[config.mk]
export PLATFORM = sky130hd
export DESIGN_NAME = note_lane_scroller
export DESIGN_NICKNAME = d
export VERILOG_FILES = /design/src/rtl/note_pkg.sv /design/src/rtl/note_lane.sv /design/src/rtl/note_lane_scroller.sv
export SDC_FILE = /design/constraint.sdc
export NUM_CORES = 2
export LEC_CHECK = 0
export BUFFER_PORTS_ARGS = -buffer_cell sky130_fd_sc_hd__buf_2
export CELL_PAD_IN_SITES_DETAIL_PLACEMENT = 0
export CELL_PAD_IN_SITES_GLOBAL_PLACEMENT = 1
export CORE_MARGIN = 2
export CORE_UTILIZATION = 52
export CTS_BUF_LIST = sky130_fd_sc_hd__clkbuf_16
export DETAILED_ROUTE_END_ITERATION = 10
export HOLD_SLACK_MARGIN = 0.05
export PLACE_DENSITY = 0.83
export SLEW_MARGIN = 10
export SYNTH_ARGS = -nofsm -noshare
export SYNTH_HDL_FRONTEND = slang
export SYNTH_SLANG_ARGS = --single-unit
[constraint.sdc]
create_clock -name CLOCK_25 -period 9.7 [get_ports CLOCK_25]
set_input_delay 0.97 -clock CLOCK_25 [delete_from_list [all_inputs] [get_ports CLOCK_25]]
set_output_delay 0.97 -clock CLOCK_25 [all_outputs]
set_load 0.02 [all_outputs]
[src/rtl/note_pkg.sv]
`default_nettype none
// ============================================================================
//  Module      : note_pkg
//  Description : Shared widths, default geometry and note entry type for the
//                falling-note display engine.
//  Revision    : 1.0 - initial release
// ============================================================================
package note_pkg;

    localparam int CMD_W        = 4;
    localparam int NOTE_Y_W     = 10;

    localparam int DEF_LANES     = 4;
    localparam int DEF_DEPTH     = 8;
    localparam int DEF_X_W       = 10;
    localparam int DEF_Y_W       = NOTE_Y_W;
    localparam int DEF_X0        = 160;
    localparam int DEF_LANE_W    = 80;
    localparam int DEF_NOTE_H    = 16;
    localparam int DEF_SPEED     = 4;
    localparam int DEF_Y_INIT    = 0;
    localparam int DEF_SCREEN_H  = 480;
    localparam int DEF_HIT_Y_MIN = 440;
    localparam int DEF_HIT_Y_MAX = 463;

    typedef struct packed {
        logic [NOTE_Y_W-1:0] y;
        logic [CMD_W-1:0]    cmd;
    } note_t;

    // Index width for a lane selector; a single lane still needs one bit.
    function automatic int lane_idx_w(input int n);
        return (n > 1) ? $clog2(n) : 1;
    endfunction

endpackage
`default_nettype wire

[src/rtl/note_lane.sv]
`default_nettype none
// ============================================================================
//  Module      : note_lane
//  Description : One lane of falling notes: in-order circular buffer with
//                advance, retire, hit-pop, spawn and oldest-match lookup.
//  Revision    : 1.0 - initial release
// ============================================================================
module note_lane
    import note_pkg::*;
#(
    parameter int DEPTH     = DEF_DEPTH,
    parameter int CNT_W     = $clog2(DEF_DEPTH) + 1,
    parameter int NOTE_H    = DEF_NOTE_H,
    parameter int SPEED     = DEF_SPEED,
    parameter int Y_INIT    = DEF_Y_INIT,
    parameter int SCREEN_H  = DEF_SCREEN_H,
    parameter int HIT_Y_MIN = DEF_HIT_Y_MIN,
    parameter int HIT_Y_MAX = DEF_HIT_Y_MAX
) (
    input  logic                clk,
    input  logic                reset_n,
    input  logic                i_frame_tick,
    input  logic                i_spawn_en,
    input  logic [CMD_W-1:0]    i_spawn_cmd,
    input  logic                i_hit_en,
    input  logic [NOTE_Y_W-1:0] i_next_y,
    output logic                o_spawn_ready,
    output logic [CNT_W-1:0]    o_count,
    output logic                o_hit_pop,
    output logic                o_hit_bad,
    output logic                o_retire,
    output logic                o_match,
    output logic [CMD_W-1:0]    o_match_cmd
);

    localparam int c_ptr_w = (DEPTH > 1) ? $clog2(DEPTH) : 1;

    note_t                r_mem [DEPTH];
    logic [c_ptr_w-1:0]   r_head;
    logic [c_ptr_w-1:0]   r_tail;
    logic [CNT_W-1:0]     r_count;

    note_t                w_head_note;
    logic [NOTE_Y_W:0]    w_head_adv;
    logic                 w_empty;
    logic                 w_ready;
    logic                 w_in_window;
    logic                 w_hit_pop;
    logic                 w_retire;
    logic                 w_pop;
    logic                 w_push;

    logic                 w_found;
    logic [CMD_W-1:0]     w_found_cmd;
    logic [c_ptr_w-1:0]   w_slot;
    note_t                w_note;
    logic [NOTE_Y_W:0]    w_y_bot;

    assign w_head_note = r_mem[r_head];
    assign w_head_adv  = {1'b0, w_head_note.y} + (NOTE_Y_W+1)'(SPEED);
    assign w_empty     = (r_count == '0);
    assign w_ready     = (r_count != CNT_W'(DEPTH));
    assign w_in_window = (w_head_note.y >= NOTE_Y_W'(HIT_Y_MIN)) &&
                         (w_head_note.y <= NOTE_Y_W'(HIT_Y_MAX));
    assign w_hit_pop   = i_hit_en && !w_empty && w_in_window;
    // A strike that pops the head pre-empts the retire check on the same tick.
    assign w_retire    = i_frame_tick && !w_empty && !w_hit_pop &&
                         (w_head_adv >= (NOTE_Y_W+1)'(SCREEN_H));
    assign w_pop       = w_hit_pop || w_retire;
    assign w_push      = i_spawn_en && w_ready;

    always_ff @(posedge clk or negedge reset_n) begin
        if (!reset_n) begin
            r_head  <= '0;
            r_tail  <= '0;
            r_count <= '0;
        end else begin
            if (w_pop) begin
                r_head <= r_head + c_ptr_w'(1);
            end
            if (w_push) begin
                r_tail <= r_tail + c_ptr_w'(1);
            end
            case ({w_push, w_pop})
                2'b10:   r_count <= r_count + CNT_W'(1);
                2'b01:   r_count <= r_count - CNT_W'(1);
                default: r_count <= r_count;
            endcase
        end
    end

    // Storage needs no reset: only slots counted by r_count are ever observed.
    always_ff @(posedge clk) begin
        for (int k = 0; k < DEPTH; k++) begin
            if (w_push && (r_tail == c_ptr_w'(k))) begin
                r_mem[k].y   <= NOTE_Y_W'(Y_INIT);
                r_mem[k].cmd <= i_spawn_cmd;
            end else if (i_frame_tick) begin
                r_mem[k].y   <= r_mem[k].y + NOTE_Y_W'(SPEED);
            end
        end
    end

    always_comb begin
        w_found     = 1'b0;
        w_found_cmd = '0;
        w_slot      = r_head;
        w_note      = r_mem[r_head];
        w_y_bot     = '0;
        for (int k = 0; k < DEPTH; k++) begin
            w_slot  = r_head + c_ptr_w'(k);
            w_note  = r_mem[w_slot];
            w_y_bot = {1'b0, w_note.y} + (NOTE_Y_W+1)'(NOTE_H);
            if (!w_found && (CNT_W'(k) < r_count) &&
                (i_next_y >= w_note.y) && ({1'b0, i_next_y} < w_y_bot)) begin
                w_found     = 1'b1;
                w_found_cmd = w_note.cmd;
            end
        end
    end

    assign o_spawn_ready = w_ready;
    assign o_count       = r_count;
    assign o_hit_pop     = w_hit_pop;
    assign o_hit_bad     = i_hit_en && !w_hit_pop;
    assign o_retire      = w_retire;
    assign o_match       = w_found;
    assign o_match_cmd   = w_found_cmd;

endmodule
`default_nettype wire

[src/rtl/note_lane_scroller.sv]
`default_nettype none
// ============================================================================
//  Module      : note_lane_scroller
//  Description : Multi-lane falling-note engine: lane decode of the requested
//                pixel, registered colour lookup and hit/miss pulse outputs.
//  Revision    : 1.0 - initial release
// ============================================================================
module note_lane_scroller
    import note_pkg::*;
#(
    parameter int LANES     = DEF_LANES,
    parameter int DEPTH     = DEF_DEPTH,
    parameter int X_W       = DEF_X_W,
    parameter int Y_W       = DEF_Y_W,
    parameter int X0        = DEF_X0,
    parameter int LANE_W    = DEF_LANE_W,
    parameter int NOTE_H    = DEF_NOTE_H,
    parameter int SPEED     = DEF_SPEED,
    parameter int Y_INIT    = DEF_Y_INIT,
    parameter int SCREEN_H  = DEF_SCREEN_H,
    parameter int HIT_Y_MIN = DEF_HIT_Y_MIN,
    parameter int HIT_Y_MAX = DEF_HIT_Y_MAX
) (
    input  logic                         CLOCK_25,
    input  logic                         reset_n,
    input  logic                         frame_tick,
    input  logic                         spawn_valid,
    input  logic [lane_idx_w(LANES)-1:0] spawn_lane,
    input  logic [CMD_W-1:0]             spawn_cmd,
    output logic [LANES-1:0]             spawn_ready,
    input  logic                         hit_valid,
    input  logic [lane_idx_w(LANES)-1:0] hit_lane,
    input  logic [X_W-1:0]               next_x,
    input  logic [Y_W-1:0]               next_y,
    output logic                         pixel_on,
    output logic [CMD_W-1:0]             command_out,
    output logic                         hit_ok,
    output logic                         hit_bad,
    output logic [LANES-1:0]             miss_vec,
    output logic [LANES*4-1:0]           note_count
);

    localparam int c_lw    = lane_idx_w(LANES);
    localparam int c_cnt_w = $clog2(DEPTH) + 1;

    logic [LANES-1:0]   w_in_lane;
    logic [LANES-1:0]   w_spawn_en;
    logic [LANES-1:0]   w_hit_en;
    logic [LANES-1:0]   w_hit_pop;
    logic [LANES-1:0]   w_hit_bad;
    logic [LANES-1:0]   w_retire;
    logic [LANES-1:0]   w_match;
    logic [CMD_W-1:0]   w_match_cmd [LANES];
    logic [c_cnt_w-1:0] w_count     [LANES];

    logic               w_pix_on;
    logic [CMD_W-1:0]   w_pix_cmd;

    logic               r_pixel_on;
    logic [CMD_W-1:0]   r_command;
    logic               r_hit_ok;
    logic               r_hit_bad;
    logic [LANES-1:0]   r_miss;

    generate
        for (genvar i = 0; i < LANES; i++) begin : g_lane
            localparam logic [X_W+1:0]  c_x_lo     = (X_W+2)'(X0 + i * LANE_W);
            localparam logic [X_W+1:0]  c_x_hi     = (X_W+2)'(X0 + (i + 1) * LANE_W);
            localparam logic [c_lw-1:0] c_lane_idx = c_lw'(i);

            // Lanes are contiguous slabs of x; two compares replace a divider.
            assign w_in_lane[i]  = ({2'b00, next_x} >= c_x_lo) &&
                                   ({2'b00, next_x} <  c_x_hi);
            assign w_spawn_en[i] = spawn_valid && (spawn_lane == c_lane_idx);
            assign w_hit_en[i]   = hit_valid && (hit_lane == c_lane_idx);

            note_lane #(
                .DEPTH     (DEPTH),
                .CNT_W     (c_cnt_w),
                .NOTE_H    (NOTE_H),
                .SPEED     (SPEED),
                .Y_INIT    (Y_INIT),
                .SCREEN_H  (SCREEN_H),
                .HIT_Y_MIN (HIT_Y_MIN),
                .HIT_Y_MAX (HIT_Y_MAX)
            ) u_lane (
                .clk           (CLOCK_25),
                .reset_n       (reset_n),
                .i_frame_tick  (frame_tick),
                .i_spawn_en    (w_spawn_en[i]),
                .i_spawn_cmd   (spawn_cmd),
                .i_hit_en      (w_hit_en[i]),
                .i_next_y      (next_y),
                .o_spawn_ready (spawn_ready[i]),
                .o_count       (w_count[i]),
                .o_hit_pop     (w_hit_pop[i]),
                .o_hit_bad     (w_hit_bad[i]),
                .o_retire      (w_retire[i]),
                .o_match       (w_match[i]),
                .o_match_cmd   (w_match_cmd[i])
            );

            assign note_count[i*4 +: 4] = 4'(w_count[i]);
        end
    endgenerate

    always_comb begin
        w_pix_on  = 1'b0;
        w_pix_cmd = '0;
        for (int i = 0; i < LANES; i++) begin
            if (w_in_lane[i] && w_match[i]) begin
                w_pix_on  = 1'b1;
                w_pix_cmd = w_match_cmd[i];
            end
        end
    end

    always_ff @(posedge CLOCK_25 or negedge reset_n) begin
        if (!reset_n) begin
            r_pixel_on <= 1'b0;
            r_command  <= '0;
            r_hit_ok   <= 1'b0;
            r_hit_bad  <= 1'b0;
            r_miss     <= '0;
        end else begin
            r_pixel_on <= w_pix_on;
            r_command  <= w_pix_cmd;
            r_hit_ok   <= |w_hit_pop;
            r_hit_bad  <= |w_hit_bad;
            r_miss     <= w_retire;
        end
    end

    assign pixel_on    = r_pixel_on;
    assign command_out = r_command;
    assign hit_ok      = r_hit_ok;
    assign hit_bad     = r_hit_bad;
    assign miss_vec    = r_miss;

endmodule
`default_nettype wire
* After elaboration in Yosys (flattened, before gate mapping)
Memory sizes are Yosys's and may differ from the RTL's. Index checks and enable logic that the tools add are counted.
Word-level totals: register bits 51, bits in read-only memories 0, output and inout port bits 31, bits in latches 0, bits of input ports 33, memories 4, RAM bits 448, logic and storage cells 788
Operators by class: $add $sub $neg 108, multipliers 0, shifts and indexed selects 0, multiplexer cells 237, reductions and logical operators 228, bitwise logic cells 32, divide/modulo/power cells 0, eq/ne operators 46, order comparisons 116
Memory list:
- g_lane[0].u_lane.r_mem | depth 8, width 14, read ports 16, clocked after memory_dff 0, write ports 8, RTL line note_lane.sv:38 | note_t r_mem [DEPTH];
- g_lane[1].u_lane.r_mem | depth 8, width 14, read ports 16, clocked after memory_dff 0, write ports 8, RTL line note_lane.sv:38
- g_lane[2].u_lane.r_mem | depth 8, width 14, read ports 16, clocked after memory_dff 0, write ports 8, RTL line note_lane.sv:38
- g_lane[3].u_lane.r_mem | depth 8, width 14, read ports 16, clocked after memory_dff 0, write ports 8, RTL line note_lane.sv:38
Operator list (number):
- $add A10 B5 Y11 const B | 32
- $lt A10 B11 Y1 | 32
- $add A10 B3 Y10 const B | 32
- $ge A10 B10 Y1 | 32
- $mux W10 | 32
- $logic_and A1 B1 Y1 | 172
- $mux W1 | 165
- $mux W4 | 36
- $lt A3 B4 Y1 const A | 16
- $ge A10 B9 Y1 const B | 6
- $add A3 B3 Y3 const B | 16
- $eq A3 B3 Y1 const B | 16
- $add A10 B3 Y11 const B | 4
- $ge A11 B9 Y1 const B | 4
- $le A10 B9 Y1 const B | 4
- $logic_not A1 Y1 | 36
- $lt A1 B4 Y1 const A | 8
- $lt A2 B4 Y1 const A | 8
- $or A1 B1 Y1 | 32
- $pmux W4 S2 | 4
- $lt A10 B9 Y1 const B | 3
- $add A3 B1 Y3 const B | 8
- $add A3 B2 Y3 const B | 8
- $eq A3 B2 Y1 const B | 8
- other kinds (14) | 53

* Longest topological paths before layout
An unclocked memory read counts as a cell.
depth after elaboration 45, mapped depth 33, mapped depth without buffers 20

* Cells and area by module
From an unflattened synthesis, not the netlist that was laid out.
Second synthesis, totals: cell total of the unflattened synthesis 4610, area, all modules 48524.0 um^2
By module, submodules not included:
- note_lane (g_lane[1].u_lane ...) | area each 11971.5 um^2, sequential area each 3133.0 um^2, times used 2, cells each 1138
- note_lane (g_lane[0].u_lane) | area each 12074.1 um^2, sequential area each 3133.0 um^2, times used 1, cells each 1133
- note_lane (g_lane[3].u_lane) | area each 11964.0 um^2, sequential area each 3133.0 um^2, times used 1, cells each 1149
- note_lane_scroller | area each 543.0 um^2, sequential area each 275.3 um^2, times used 1, cells each 52

* Worst setup path after synthesis
No wires, ideal clock.
kind register to register, start point register g_lane[1].u_lane.r_head[0], end point register r_command[2], in the netlist command_out[2], path slack 2.362 ns, period minus slack after synthesis 7.338 ns, path buffers 13, data arrival time 7.212 ns, stages on the path, launching flop included 31, data required time 9.574 ns, library setup time 0.126 ns, cells stage by stage dfrtp_1 buf_6 buf_12 buf_4 buf_4 buf_2 buf_2 buf_2 buf_2 inv_1 ha_1 buf_4 buf_2 buf_2 buf_2 buf_2 mux4_2 mux2i_1 inv_1 ha_1 inv_1 ha_1 a2111oi_0 a21oi_1 o21ai_0 nand2b_1 a211oi_1 a22oi_1 a211oi_1 o22ai_1 o32a_1
Between the ends: elaborated cells on any way between the ends 82, classes of those cells 15 x add/sub; 16 x order compare; 19 x mux; 31 x reduce/logical; 1 x memory
RTL lines:
- start, declared | RTL line note_lane.sv:39 | logic [c_ptr_w-1:0] r_head;
- start signal, assigned | RTL line note_lane.sv:79 | r_head <= r_head + c_ptr_w'(1);
- $add A3 B3 Y3 * | RTL line note_lane.sv:111 | w_slot = r_head + c_ptr_w'(k);
- via g_lane[1].u_lane.w_slot[0] | RTL line note_lane.sv:55 | logic [c_ptr_w-1:0] w_slot;
- $mem_v2 Z8 W14 *
- $add A10 B5 Y11 or $ge A10 B10 Y1 (tied branches) | RTL line note_lane.sv:113, note_lane.sv:115
- $lt A10 B11 Y1 or $logic_and A1 B1 Y1 (tied branches) | RTL line note_lane.sv:115, note_lane.sv:114
- $logic_and A1 B1 Y1 | RTL line note_lane.sv:115 | (i_next_y >= w_note.y) && ({1'b0, i_next_y} < w_y_bot)) begin
- $mux W1 | RTL line note_lane.sv:114 | if (!w_found && (CNT_W'(k) < r_count) &&
- $logic_and A1 B1 Y1 | RTL line note_lane_scroller.sv:111 | if (w_in_lane[i] && w_match[i]) begin
- $mux W4 * (3 in series) | RTL line note_lane_scroller.sv:111
- via w_pix_cmd[2] | RTL line note_lane_scroller.sv:57 | logic [CMD_W-1:0] w_pix_cmd;
- end signal, assigned | RTL line note_lane_scroller.sv:127 | r_command <= w_pix_cmd;
- end, declared | RTL line note_lane_scroller.sv:60 | logic [CMD_W-1:0] r_command;
Mark *: on every way through the listed nets, which the timed path passes. The rest lies on a longest branch. A chain may end at the register's enable or synchronous reset.

* Worst setup path after layout
start point register g_lane[3].u_lane.r_head[1], end point register r_command[3], in the netlist command_out[3]
Between the ends: word-level cells in the longest chain between the ends 42, elaborated cells on any way between the ends 80, classes of those cells 15 x add/sub; 16 x order compare; 17 x mux; 31 x reduce/logical; 1 x memory
Ends and longest elaborated chain (RTL line):
- start, declared | note_lane.sv:39
- start signal, assigned | note_lane.sv:79
- $mem_v2 Z8 W14 *
- $add A10 B5 Y11 or $ge A10 B10 Y1 (tied branches) | note_lane.sv:113, note_lane.sv:115
- $lt A10 B11 Y1 or $logic_and A1 B1 Y1 (tied branches) | note_lane.sv:115, note_lane.sv:114
- $logic_and A1 B1 Y1 | note_lane.sv:115
- $mux W1 | note_lane.sv:114
- $logic_not A1 Y1 | note_lane.sv:114
- $logic_and A1 B1 Y1 (2 in series) | note_lane.sv:114
- $logic_and A1 B1 Y1 | note_lane.sv:115
- [25 not listed]
- $mux W1 | note_lane.sv:114
- $logic_not A1 Y1 | note_lane.sv:114
- $logic_and A1 B1 Y1 (2 in series) | note_lane.sv:114
- $logic_and A1 B1 Y1 | note_lane.sv:115
- $mux W1 | note_lane.sv:114
- $logic_and A1 B1 Y1 | note_lane_scroller.sv:111
- $mux W4 * | note_lane_scroller.sv:111
- via w_pix_cmd[3] | note_lane_scroller.sv:57
Marks and branches as above.

==> results.yml <==
logic_synthesis:
  yosysUniqueCellTypes: 107
  synth_flop_cell: "edfxtp_1"
  synth_cells: 4557
  ys_warn_count: 0
  synth_edf_count: 384
  avgSynthCellArea_um2: 10.6
  netlist_area_um2: 48300
  synth.yosys.seq_area_share_pct: 26.5
  ys_ff_latch: 435
  syn-num-nets: 5154
  synthArstFlopShare_pct: 11.7
finish:
  layout.cells.non_filler: 5816
  final_util_pct: 56.0
  diodes: 0
  nets: 5130
  layout_commonest_cell: "ha_1"
  drive_gt1_share_pct: 14.7
  n_fill_cell: 7892
  area_growth_pct: 6.39
  layout.cells.most_common_list: "560 x ha_1, 384 x edfxtp_1, 383 x nor2_1"
sta:
  final.min_clock_period_ps: 7130
  relSlewSlack_pct: 22.9
  setup_tns_ps: 0
  setup_viol: 0
  max_freq_ghz: 0.140
  skew_ps: 35.4
  rsz0062_at_grt: "no"
  hold_viol_final: 0
  post-route-period-util_pct: 73.5
  tightestPinTransition_ps: 1140
  maxSlewViolCount: 0
route:
  drtPass1Iterations: 7
  drt-initial-drc-count: 3915
  wl_mm: 137
  via_count: 37600
  drc: 0
  ant_nets: 0
  wire_per_inst_um: 23.5
  via_per_inst: 6.46
clock_tree:
  cts_tree: "built"
  cts_setup_buffers: 0
  ctsHoldBuffers: 0
  ctsResizeCount: 0
  cts_num_sinks: 435
  clockRootBuffer: "clkbuf_16"
  clk_pin_slew_worst_paths_ps: 60
  htreeDepth: 2
  clock_latency_ps: 650
  cts_inserted_buffers: 50
  cts_buffer_depth: 3
min_path:
  holdCritPathClass: "primary input to asynchronous set/reset pin"
run:
  maxCapViolations: 0
place:
  dp_hpwl_mm: 103
  placedCellCount: 5724
  place.gp.congestion: 0.932
  port_buffers: 59
floorplan:
  ioPinCount: 64
  start_util_pct: 52.6
  die-area_um2: 95300
  die_width_um: 309
  std_cell_rows: 111
  coreArea_um2: 91800
  fp.dieH_um: 309
global_route:
  grt.overflow.total: 0
  grt_first_pass_wirelength_mm: 212
  antenna_found_initial: 3
  grt_pass1_vias: 35400
  grt_max_degree: 66
  grt.total_usage_pct: 28.7
outcome:
  status: "complete, no violations"
worst_setup_path:
  worst-setup-path-type: "flip-flop to flip-flop"
  cp.arrival_ps: 7630
  worst_setup_path_start_kind: "flip-flop"
  critPathCaptureType: "flip-flop"
  crit_fanout: 53
  required_ps: 10210
[path summary, 6_finish.rpt]
path | to | depth (start not counted) | startpoint | slack (ps)
setup reg to reg | command_out[3] | 19 | g_lane[3].u_lane.r_head[1] | 2570
max in group asynchronous | g_lane[0].u_lane.r_head[0] | 1 | reset_n | 8430
setup / recovery | command_out[3] | 19 | g_lane[3].u_lane.r_head[1] | 2570
hold / removal | miss_vec[0] | 1 | reset_n | 460
hold reg to reg | g_lane[3].u_lane.o_count[0] | 1 | g_lane[3].u_lane.o_count[0] | 590
min in group CLOCK_25 | g_lane[3].u_lane.o_count[0] | 1 | g_lane[3].u_lane.o_count[0] | 590
[area by class of cell]
type	count	area (um2)	area share (%)
multi-input cells	3744	33800	65.9
repair buffers	109	691	1.34
inverters	193	724	1.41
clock inverters	41	447	0.870
flip-flops and latches	435	12800	25.0
well taps	1243	1560	3.03
clock buffers	51	1280	2.48
[logic make-up (layout without fill, tap and decap cells)]
group	count (synthesis)	after routing	synth area share (%)
AND/OR/NAND/NOR	1379	1379	13.6
flip-flops	435	435	26.5
AO/OA/AOI/OAI	716	716	10.2
multiplexers	716	716	24.6
buffers and inverters	378	394	3.68
adder cells (fa/ha/maj)	564	564	14.6
XOR/XNOR	369	369	6.75
[cells in the mapped netlist (44+ instances only)]
library cell  instances  area (um2)
inv_1               193         724
clkbuf_1             58         218
mux4_2              338        7610
nand3_1             242        1210
nor3_1               60         300
xor2_1              244        2140
mux2_2               53         597
edfxtp_1            384       11500
o21a_1               44         330
nor2b_1              51         319
a21oi_1             127         636
and3_1              105         657
dfrtp_1              51        1280
nor2_1              384        1440
a21o_1               57         428
o21ai_0             168         841
nand2_1             345        1290
ha_1                564        7060
buf_2                45         225
mux2i_1             297        2970
nand2b_1             55         344
xnor2_1             123        1080
[per-layer routing]
metal  part of all wire [%]  vias to the layer above  global-route usage [%]
met5                  0.010                        -                       0
met4                    2.5                        2                    7.74
met3                    8.5                      192                    4.91
met2                     46                     1493                    45.8
met1                     43                    18400                    40.3
li1                       -                    17500                       -
[metrics by stage]
stage          instance area, um2  worst slack [ps]  hold slack, ps
2_1_floorplan               48300              2360             547
3_3_place_gp                49600              2690             579
3_5_place_dp                49600              2640             591
4_1_cts                     51400              2580             462
5_1_grt                     51400              2000             522
6_report                    51400              2570             462
[worst max-delay path, cell delays in order (launching register included)]
cell	delay [ps]
dfrtp_2	340
buf_4	610
inv_1	530
ha_2	1090
mux4_2	640
mux2i_1	290
inv_1	80
ha_1	250
xor2_1	180
ha_1	220
a2111oi_0	400
a21oi_1	120
or3_1	320
a311oi_1	340
or2_0	400
nor3b_2	110
and2b_1	240
a22oi_1	290
o21ai_0	140
a311o_1	350
[flip-flops by register name (all words and copies together), names as in the netlist]
register,cells
g_lane.u_lane.o_count,16
command_out,4
pixel_on,1
hit_bad,1
g_lane.u_lane.r_mem,384
g_lane.u_lane.r_tail,12
g_lane.u_lane.r_head,12
miss_vec,4
hit_ok,1
Power is not shown: default switching activity piles up to over one toggle a cycle in this logic, so the estimate is an artifact.
